**src/rtl/jump_pkg.sv**
```systemverilog
// jump_pkg - shared definitions for the jump game control core.
// Holds the 4-bit state codes (also decoded by the seven-segment stage,
// which spells "DEAD" for code 7), saturation limits for the score and
// charge counters, and the charge-to-distance conversion helper.
package jump_pkg;

  // Code 6 is deliberately left unused.
  typedef enum logic [3:0] {
    ST_IDLE   = 4'd0,
    ST_READY  = 4'd1,
    ST_CHARGE = 4'd2,
    ST_JUMP   = 4'd3,
    ST_LAND   = 4'd4,
    ST_SCORE  = 4'd5,
    ST_DEAD   = 4'd7
  } state_t;

  localparam logic [9:0] SCORE_MAX  = 10'd1023;
  localparam logic [9:0] CHARGE_MAX = 10'd1023;

  // Scale the hold time down to a distance; clamp to the 8-bit range.
  function automatic logic [7:0] charge_to_dist(input logic [9:0] charge,
                                                input int        shift);
    logic [9:0] scaled;
    scaled = charge >> shift;
    return (scaled > 10'd255) ? 8'hFF : scaled[7:0];
  endfunction

endpackage

```
**src/rtl/jump_ctrl_btn_edge.sv**
```systemverilog
// btn_edge - registers the debounced button level and reports edges.
// Ports:
//   clk, rst  system clock, synchronous active-high reset
//   btn       debounced button level (1 = pressed)
//   rise      btn went 0 -> 1 (btn & ~btn_q)
//   fall      btn went 1 -> 0 (~btn & btn_q)
module btn_edge (
  input  logic clk,
  input  logic rst,
  input  logic btn,
  output logic rise,
  output logic fall
);

  logic btn_q;

  // Previous-cycle copy of the button level.
  always_ff @(posedge clk) begin
    if (rst) btn_q <= 1'b0;
    else     btn_q <= btn;
  end

  assign rise = btn & ~btn_q;
  assign fall = ~btn & btn_q;

endmodule

```
**src/rtl/jump_ctrl.sv**
```systemverilog
// jump_ctrl - game-control core of the jump game.
// Measures the button hold time, converts it into a jump distance, judges
// the landing against the platform gap and keeps score / best score.
// Ports:
//   clk, rst   system clock, synchronous active-high reset
//   tick       1 kHz single-cycle enable strobe
//   btn        debounced button level (1 = pressed)
//   gap        distance to next platform, valid with gap_valid
//   gap_valid  platform generator presents gap
//   gap_req    registered request for a new gap
//   score      current score (saturating, 10 bits)
//   best       highest score seen at any death
//   state      4-bit state code for the display
//   jump_dist  distance of the most recent jump
module jump_ctrl
  import jump_pkg::*;
#(
  parameter int DIST_SHIFT = 2,
  parameter int AIR_TICKS  = 300,
  parameter int TOL        = 3
) (
  input  logic       clk,
  input  logic       rst,
  input  logic       tick,
  input  logic       btn,
  input  logic [7:0] gap,
  input  logic       gap_valid,
  output logic       gap_req,
  output logic [9:0] score,
  output logic [9:0] best,
  output logic [3:0] state,
  output logic [7:0] jump_dist
);

  localparam logic [15:0] AIR_LAST = 16'(AIR_TICKS - 1);
  localparam logic [8:0]  TOL_9    = 9'(TOL);

  state_t      cur;
  logic [9:0]  charge;
  logic [15:0] air_cnt;
  logic [7:0]  gap_q;
  logic        scored;
  logic        rise;
  logic        fall;

  logic [8:0]  diff;
  logic [8:0]  mag;
  logic        land_ok;
  logic [10:0] score_sum;
  logic [9:0]  score_next;

  btn_edge u_btn_edge (
    .clk  (clk),
    .rst  (rst),
    .btn  (btn),
    .rise (rise),
    .fall (fall)
  );

  // Landing judge: 9-bit difference so a short jump shows up as a negative
  // value whose magnitude is taken before comparing with the tolerance.
  assign diff    = {1'b0, jump_dist} - {1'b0, gap_q};
  assign mag     = diff[8] ? (9'd0 - diff) : diff;
  assign land_ok = (mag <= TOL_9);

  // A perfect landing is worth two points, a near one a single point.
  assign score_sum  = {1'b0, score} + ((jump_dist == gap_q) ? 11'd2 : 11'd1);
  assign score_next = (score_sum > {1'b0, SCORE_MAX}) ? SCORE_MAX : score_sum[9:0];

  assign state = cur;

  // Game FSM with its counters and registered outputs. gap_req is raised on
  // entry to IDLE/SCORE and dropped on the cycle after gap_valid is seen.
  // 'scored' makes the SCORE increment happen once while waiting for a gap.
  always_ff @(posedge clk) begin
    if (rst) begin
      cur       <= ST_IDLE;
      score     <= 10'd0;
      best      <= 10'd0;
      jump_dist <= 8'd0;
      gap_req   <= 1'b0;
      charge    <= 10'd0;
      air_cnt   <= 16'd0;
      gap_q     <= 8'd0;
      scored    <= 1'b0;
    end else begin
      case (cur)
        ST_IDLE: begin
          score <= 10'd0;
          if (!gap_req) begin
            gap_req <= 1'b1;
          end else if (gap_valid) begin
            gap_q   <= gap;
            gap_req <= 1'b0;
            cur     <= ST_READY;
          end
        end

        ST_READY: begin
          if (rise) begin
            charge <= 10'd0;
            cur    <= ST_CHARGE;
          end
        end

        ST_CHARGE: begin
          // A release always wins over a coincident tick.
          if (fall) begin
            jump_dist <= charge_to_dist(charge, DIST_SHIFT);
            air_cnt   <= 16'd0;
            cur       <= ST_JUMP;
          end else if (tick && charge != CHARGE_MAX) begin
            charge <= charge + 10'd1;
          end
        end

        ST_JUMP: begin
          if (tick) begin
            if (air_cnt == AIR_LAST) begin
              air_cnt <= 16'd0;
              cur     <= ST_LAND;
            end else begin
              air_cnt <= air_cnt + 16'd1;
            end
          end
        end

        ST_LAND: begin
          if (land_ok) begin
            gap_req <= 1'b1;
            cur     <= ST_SCORE;
          end else begin
            cur <= ST_DEAD;
          end
        end

        ST_SCORE: begin
          if (!scored) begin
            score  <= score_next;
            scored <= 1'b1;
          end
          if (gap_req && gap_valid) begin
            gap_q   <= gap;
            gap_req <= 1'b0;
            scored  <= 1'b0;
            cur     <= ST_READY;
          end
        end

        ST_DEAD: begin
          if (score > best) best <= score;
          if (rise) begin
            score <= 10'd0;
            cur   <= ST_IDLE;
          end
        end

        default: cur <= ST_IDLE;
      endcase
    end
  end

endmodule

```
**config.mk**
```make
export PLATFORM = sky130hd
export DESIGN_NAME = jump_ctrl
export DESIGN_NICKNAME = d
export VERILOG_FILES = /design/src/rtl/jump_pkg.sv /design/src/rtl/jump_ctrl_btn_edge.sv /design/src/rtl/jump_ctrl.sv
export SDC_FILE = /design/constraint.sdc
export NUM_CORES = 1
export LEC_CHECK = 0
export CAP_MARGIN = 5
export CORE_ASPECT_RATIO = 1.2
export CORE_UTILIZATION = 41
export CTS_CLUSTER_DIAMETER = 150
export CTS_CLUSTER_SIZE = 25
export DETAILED_ROUTE_END_ITERATION = 10
export SYNTH_ARGS = -nofsm -noshare
export SYNTH_HDL_FRONTEND = slang
export SYNTH_HIERARCHICAL = 1
export SYNTH_SLANG_ARGS = --single-unit
```
**constraint.sdc**
```tcl
create_clock -name clk -period 3.03 [get_ports clk]
set_input_delay 0.909 -clock clk [delete_from_list [all_inputs] [get_ports clk]]
set_output_delay 0.909 -clock clk [all_outputs]
set_load 0.02 [all_outputs]
```
After elaboration in Yosys (flattened, before gate mapping)

Cells that the tools add are included.

Logic and storage cells: 94
Flip-flop bits (word level): 69
Input bits: 13

Equality and inequality tests: 21
Bitwise gates (word level): 4
$add $sub $neg: 5
$lt $le $gt $ge: 4
Multiplexer cells: 34
Reduce and logical (&&, ||, !) cells: 16

Operators by type and width:

| kind                  | count |
|---|---|
| $mux 10               | 5 |
| $mux 16               | 3 |
| $mux 4                | 8 |
| $mux 8                | 4 |
| $pmux 16 s2           | 1 |
| $pmux 10 s3           | 1 |
| $pmux 4 s7            | 1 |
| $ne 2x2->1 const B    | 12 |
| $pmux 10 s2           | 1 |
| $add 16x1->16 const B | 1 |
| $eq 16x9->1 const B   | 1 |
| $pmux 8 s2            | 1 |
| $eq 4x3->1 const B    | 3 |
| $add 10x2->11         | 1 |
| $gt 11x10->1 const B  | 1 |
| $add 10x1->10 const B | 1 |
| $gt 10x10->1          | 1 |
| $ne 10x10->1 const B  | 1 |
| $le 9x2->1 const B    | 1 |
| $mux 9                | 1 |
| $reduce_and 3->1      | 3 |
| $sub 1x9->9 const A   | 1 |
| $sub 8x8->9           | 1 |
| $eq 4x2->1 const B    | 2 |
| 15 further kinds      | 28 |

Longest topological paths before layout

Depth in word-level cells: 7
Depth in mapped cells: 14
Depth with buffers taken out: 14

Hierarchy

Netlist, hierarchy kept.

By module, submodules not included:

| module    | area an instance (um2) | cells each | instances | sequential area each (um2) |
|---|---|---|---|---|
| jump_ctrl | 3,808.7                | 475        | 1         | 1,341.3 |
| btn_edge  | 38.8                   | 4          | 1         | 20.0 |

Least setup slack after synthesis

Ideal clock, no wire load.

Path kind: flip-flop to flip-flop
From: register jump_dist[0]
To: register score[7]
Path slack: 0.081 ns
Data required time: 2.902 ns
Setup time: 0.128 ns
Arrival: 2.821 ns
Cell stages (with the launch flop): 15
Clock period less this slack: 2.949 ns
Path through: dfxtp_1 > inv_1 > ha_1 > nand4_1 > or3_1 > ha_1 > inv_1 > fa_1 > and3b_1 > and3_1 > and3_1 > nand3_1 > o21ai_0 > a22oi_1 > nor2_1

Cells in the longest elaborated chain, start to end: 7

Ends and longest elaborated chain:

| element                | RTL line         | RTL |
|---|---|---|
| from (decl)            | jump_ctrl.sv:32  | `output logic [7:0] jump_dist` |
| from (signal assigned) | jump_ctrl.sv:109 | `jump_dist <= charge_to_dist(charge, DIST_SHIFT);` |
| $eq 8x8->1 *           | jump_ctrl.sv:67  | `assign score_sum = {1'b0, score} + ((jump_dist == gap_q) ? 11'd2 : 11'd1);` |
| $mux 2 *               | jump_ctrl.sv:67  |  |
| $add 10x2->11 *        | jump_ctrl.sv:67  |  |
| $gt 11x10->1           | jump_ctrl.sv:68  | `assign score_next = (score_sum > {1'b0, SCORE_MAX}) ? SCORE_MAX : score_sum[9:0];` |
| $mux 10 *              | jump_ctrl.sv:68  |  |
| $mux 10 *              | jump_ctrl.sv:138 | `if (!scored) begin` |
| $pmux 10 s3 *          | jump_ctrl.sv:87  | `case (cur)` |
| to (signal assigned)   | jump_ctrl.sv:139 | `score <= score_next;` |
| to (decl)              | jump_ctrl.sv:29  | `output logic [9:0] score,` |

Every way passes the cells marked *; elsewhere a longest branch is shown, timed or not. The select of a mux whose other input is x is not followed.
A chain may end at the register's enable or synchronous reset.

Worst setup path in the final report

From: register gap_q[1]
To: register score[3]

Cells in the longest elaborated chain, start to end: 7

Ends and longest elaborated chain:

| element                | RTL line         | RTL |
|---|---|---|
| from (decl)            | jump_ctrl.sv:41  | `logic [7:0] gap_q;` |
| from (signal assigned) | jump_ctrl.sv:93  | `gap_q <= gap;` |
| from (signal assigned) | jump_ctrl.sv:143 | `gap_q <= gap;` |
| $eq 8x8->1 *           | jump_ctrl.sv:67  |  |
| $mux 2 *               | jump_ctrl.sv:67  |  |
| $add 10x2->11 *        | jump_ctrl.sv:67  |  |
| $gt 11x10->1           | jump_ctrl.sv:68  |  |
| $mux 10 *              | jump_ctrl.sv:68  |  |
| $mux 10 *              | jump_ctrl.sv:138 |  |
| $pmux 10 s3 *          | jump_ctrl.sv:87  |  |

Marks and branches as above.

==> flow_summary_export.csv <==
group,metric,value,unit
status,outcome,"completed",
global_route,antenna_found_initial,0,
worst_setup_path,cp-start-kind,"register",
timing,tightest_slew,1.01,ns
floorplan,io_pins,46,
timing,clock_skew,0.0138,ns
global_route,grt_pass1_vias,3162,
route,routed_wl,8770,µm
timing,hold_viol,0,
synth,synthCells,479,
route,drt-wirelength-per-cell,13.3,µm
run,cap_violations,0,
finish,fillers,884,
worst_setup_path,crit_buf_inv,2,
finish,drive_gt1_share,9.46,%
floorplan,row_count,38,
worst_setup_path,crit_arrival,3.10,ns
worst_setup_path,slowest_delay,0.37,ns
synth,synth_nets,517,
synth,synthDistinctLibCells,56,
global_route,grt_max_degree,33,
place,io_buffers,44,
global_route,grt_pass1_wl,15000,µm
clock_network,hold_buffers,0,
worst_setup_path,cp_cell_sequence,"inv_1 > ha_4 > nand4_1 > or3_4 > ha_1 > inv_1 > fa_2 > and3b_1 > and3_1 > and3_4 > nand3_4 > o21ai_0 > a22oi_1 > nor2_1",
worst_setup_path,end_kind,"register",
floorplan,dieArea,9780,µm²
floorplan,die_w,90.4,µm
clock_network,cts_tree,"done",
synth,synthFlopType,"dfxtp_1",
route,first_pass_iters,4,
timing,post-route-period-util,94.3,%
power_and_ir_drop,powerDensity,568,nW/µm²
floorplan,chipHeight,108,µm
power_and_ir_drop,peakVddDrop,0.307,mV
power_and_ir_drop,p_leak,1.87,nW
synth,synthArstFlopShare,0,%
worst_setup_path,slowest_stage,"or3_4",
timing,finalMaxSlewViolations,0,
synth,postSynthRegisterBits,68,
place,gp_congestion,0.809,
min_path,hp-class,"reg -> reg",
route,avgViaCountPerCell,5.21,
clock_network,insertion_delay,0.35,ns
synth,synthesis.area,3850,µm²
place,dpl.hpwl,6290,µm
route,drc,0,
finish,final_nets,572,
synth,ys_warn_count,6,
floorplan,start_util,42.4,%
timing,setup_viol,0,
worst_setup_path,cp_top_family,"simple AND/OR/NAND/NOR gates",
clock_network,clk_pin_slew_worst_paths,0.08,ns
worst_setup_path,critical_path.max_fanout,8,
finish,design_area,4740,µm²
synth,synth-edff-count,0,
route,antenna_left,0,
finish,area_delta_synth_final,23.3,%
worst_setup_path,crit_top_cell,"inv_1",
timing,slew_headroom,32.4,%
timing,setup_tns,0,ns
route,vias,3431,
clock_network,clock_path_buffers,2,
finish,diodes,0,
route,drt_first_iter_violations,147,
worst_setup_path,crit_required,3.27,ns
synth,ys_seq_area_share,35.4,%
clock_network,numCtsBuffers,9,
global_route,grt_overflow_total,0,
clock_network,h-tree-depth,3,
clock_network,clock_sinks,68,
synth,avgSynthCellArea,8.03,µm²
timing,fmaxAchievable,350,MHz
timing,post-route-min-period,2.86,ns
place,place_area,4480,µm²
global_route,grt_usage,19.0,%
clock_network,cts_root_buf,"clkbuf_8",
worst_setup_path,critPathKind,"reg -> reg",
floorplan,core,9080,µm²
## power breakdown
group	internal (mW)	leakage [nW]	total, mW	switching, mW
clock network	0.386	0.105	0.744	0.358
logic	0.425	1.22	0.949	0.524
registers	0.938	0.550	0.999	0.0615
total	1.75	1.87	2.69	0.944
## flip-flops by register name, indices dropped and copies added (netlist names), 3 cells and up
register and cells:
score 10, state 3, gap_q 8, best 10, charge 10, air_cnt 16, jump_dist 8
## Yosys cell counts, drive strengths merged (5+ instances only)
| library cell | count | area (µm²) |
|---|---|---|
| dfxtp | 68 | 1360 |
| nor2 | 65 | 244 |
| nand2 | 42 | 158 |
| a21oi | 36 | 184 |
| inv | 33 | 124 |
| o21ai | 27 | 135 |
| ha | 23 | 288 |
| mux2i | 22 | 220 |
| xor2 | 17 | 149 |
| nand3 | 15 | 75.1 |
| nand4 | 14 | 87.6 |
| and3 | 12 | 75.1 |
| clkbuf | 11 | 41.3 |
| nand2b | 9 | 56.3 |
| buf | 8 | 52.6 |
| or3 | 8 | 50.1 |
| nor2b | 7 | 43.8 |
| nor3 | 5 | 25.0 |
| xnor2 | 5 | 43.8 |
## metrics by stage
stage	instances	utilization [%]	hold slack [ns]	setup WS [ns]	power, mW
floorplan	479	-	0.446	0.0811	1.70
global placement	642	49.3	0.469	0.0339	1.93
detailed placement	642	49.3	0.472	-0.0387	1.94
CTS	658	51.6	0.482	0.00558	2.70
global route	659	52.2	0.503	-0.00166	2.89
finish	659	52.2	0.482	0.172	2.69
## cell type report
class	count	area (µm²)	share of cell area, %
repair buffers	63	583	12.3
clock inverters	3	18.8	0.396
clock buffers	13	179	3.77
flip-flops and latches	68	1360	28.7
inverters	33	124	2.61
well taps	120	150	3.17
multi-input cells	359	2330	49.0
## worst reg2reg max path, cell delays in order, from the launching register on
cell	delay, ns
dfxtp_1	0.33
inv_1	0.09
ha_4	0.28
nand4_1	0.10
or3_4	0.37
ha_1	0.21
inv_1	0.08
fa_2	0.20
and3b_1	0.19
and3_1	0.21
and3_4	0.21
nand3_4	0.13
o21ai_0	0.10
a22oi_1	0.19
nor2_1	0.05
## metal layers
metal  routed length, µm  vias up  global-route usage (%)
li1                    -     1773                       -
met1                4220     1593                    25.0
met2                4120       57                    30.8
met3                 308        8                    4.08
met4                 118        0                    6.68
met5                   0        -                       0
## kinds of logic (layout without fill, tap and decap cells)
group	count (synthesis)	in the layout	synth area share [%]
AO/OA/AOI/OAI	96	96	15.3
XOR/XNOR	22	22	5.01
adder cells (fa/ha/maj)	25	25	8.52
buffers and inverters	52	112	5.66
flip-flops	68	68	35.4
multiplexers	23	23	6.02
other	1	1	0.0975
AND/OR/NAND/NOR	192	192	24.1
## repair_timing
item,CTS,global route
resized for setup,1,10
setup endpoints to repair,5,10
cloned,0,0
setup buffers,0,1
pin swaps,0,3
## placed cells by master (no fill, tap or decap), types with 3 or more instances in the layout
cell | synthesis | final
a21oi_1 | 35 | 35
o22ai_1 | 3 | 3
and3_1 | 12 | 11
nand2_1 | 42 | 42
nor3_1 | 5 | 5
o21ai_0 | 25 | 23
nand3_1 | 15 | 14
nand2b_1 | 9 | 9
nor4_1 | 3 | 3
o21a_1 | 4 | 4
clkbuf_8 | 0 | 13
or3_1 | 8 | 7
mux2i_1 | 22 | 22
nor2b_1 | 7 | 7
nor2_1 | 65 | 65
xnor2_1 | 5 | 5
ha_1 | 23 | 21
buf_4 | 1 | 19
inv_1 | 33 | 33
dfxtp_1 | 68 | 67
xor2_1 | 17 | 17
nand4_1 | 14 | 14
o21ai_1 | 2 | 4
clkdlybuf4s50_1 | 0 | 44
or2_2 | 3 | 3
a22oi_1 | 4 | 4
## path summary, 6_finish.rpt
kind / from / endpoint / slack [ns] / cells past startpoint
worst max-delay path: gap_q[1] / score[3] / 0.17 / 14
worst min-delay path: gap_q[6] / gap_q[6] / 0.48 / 2
worst max register to register: gap_q[1] / score[3] / 0.17 / 14
worst min register to register: gap_q[6] / gap_q[6] / 0.48 / 2
Note: power is estimated with default switching activity, not from simulation.
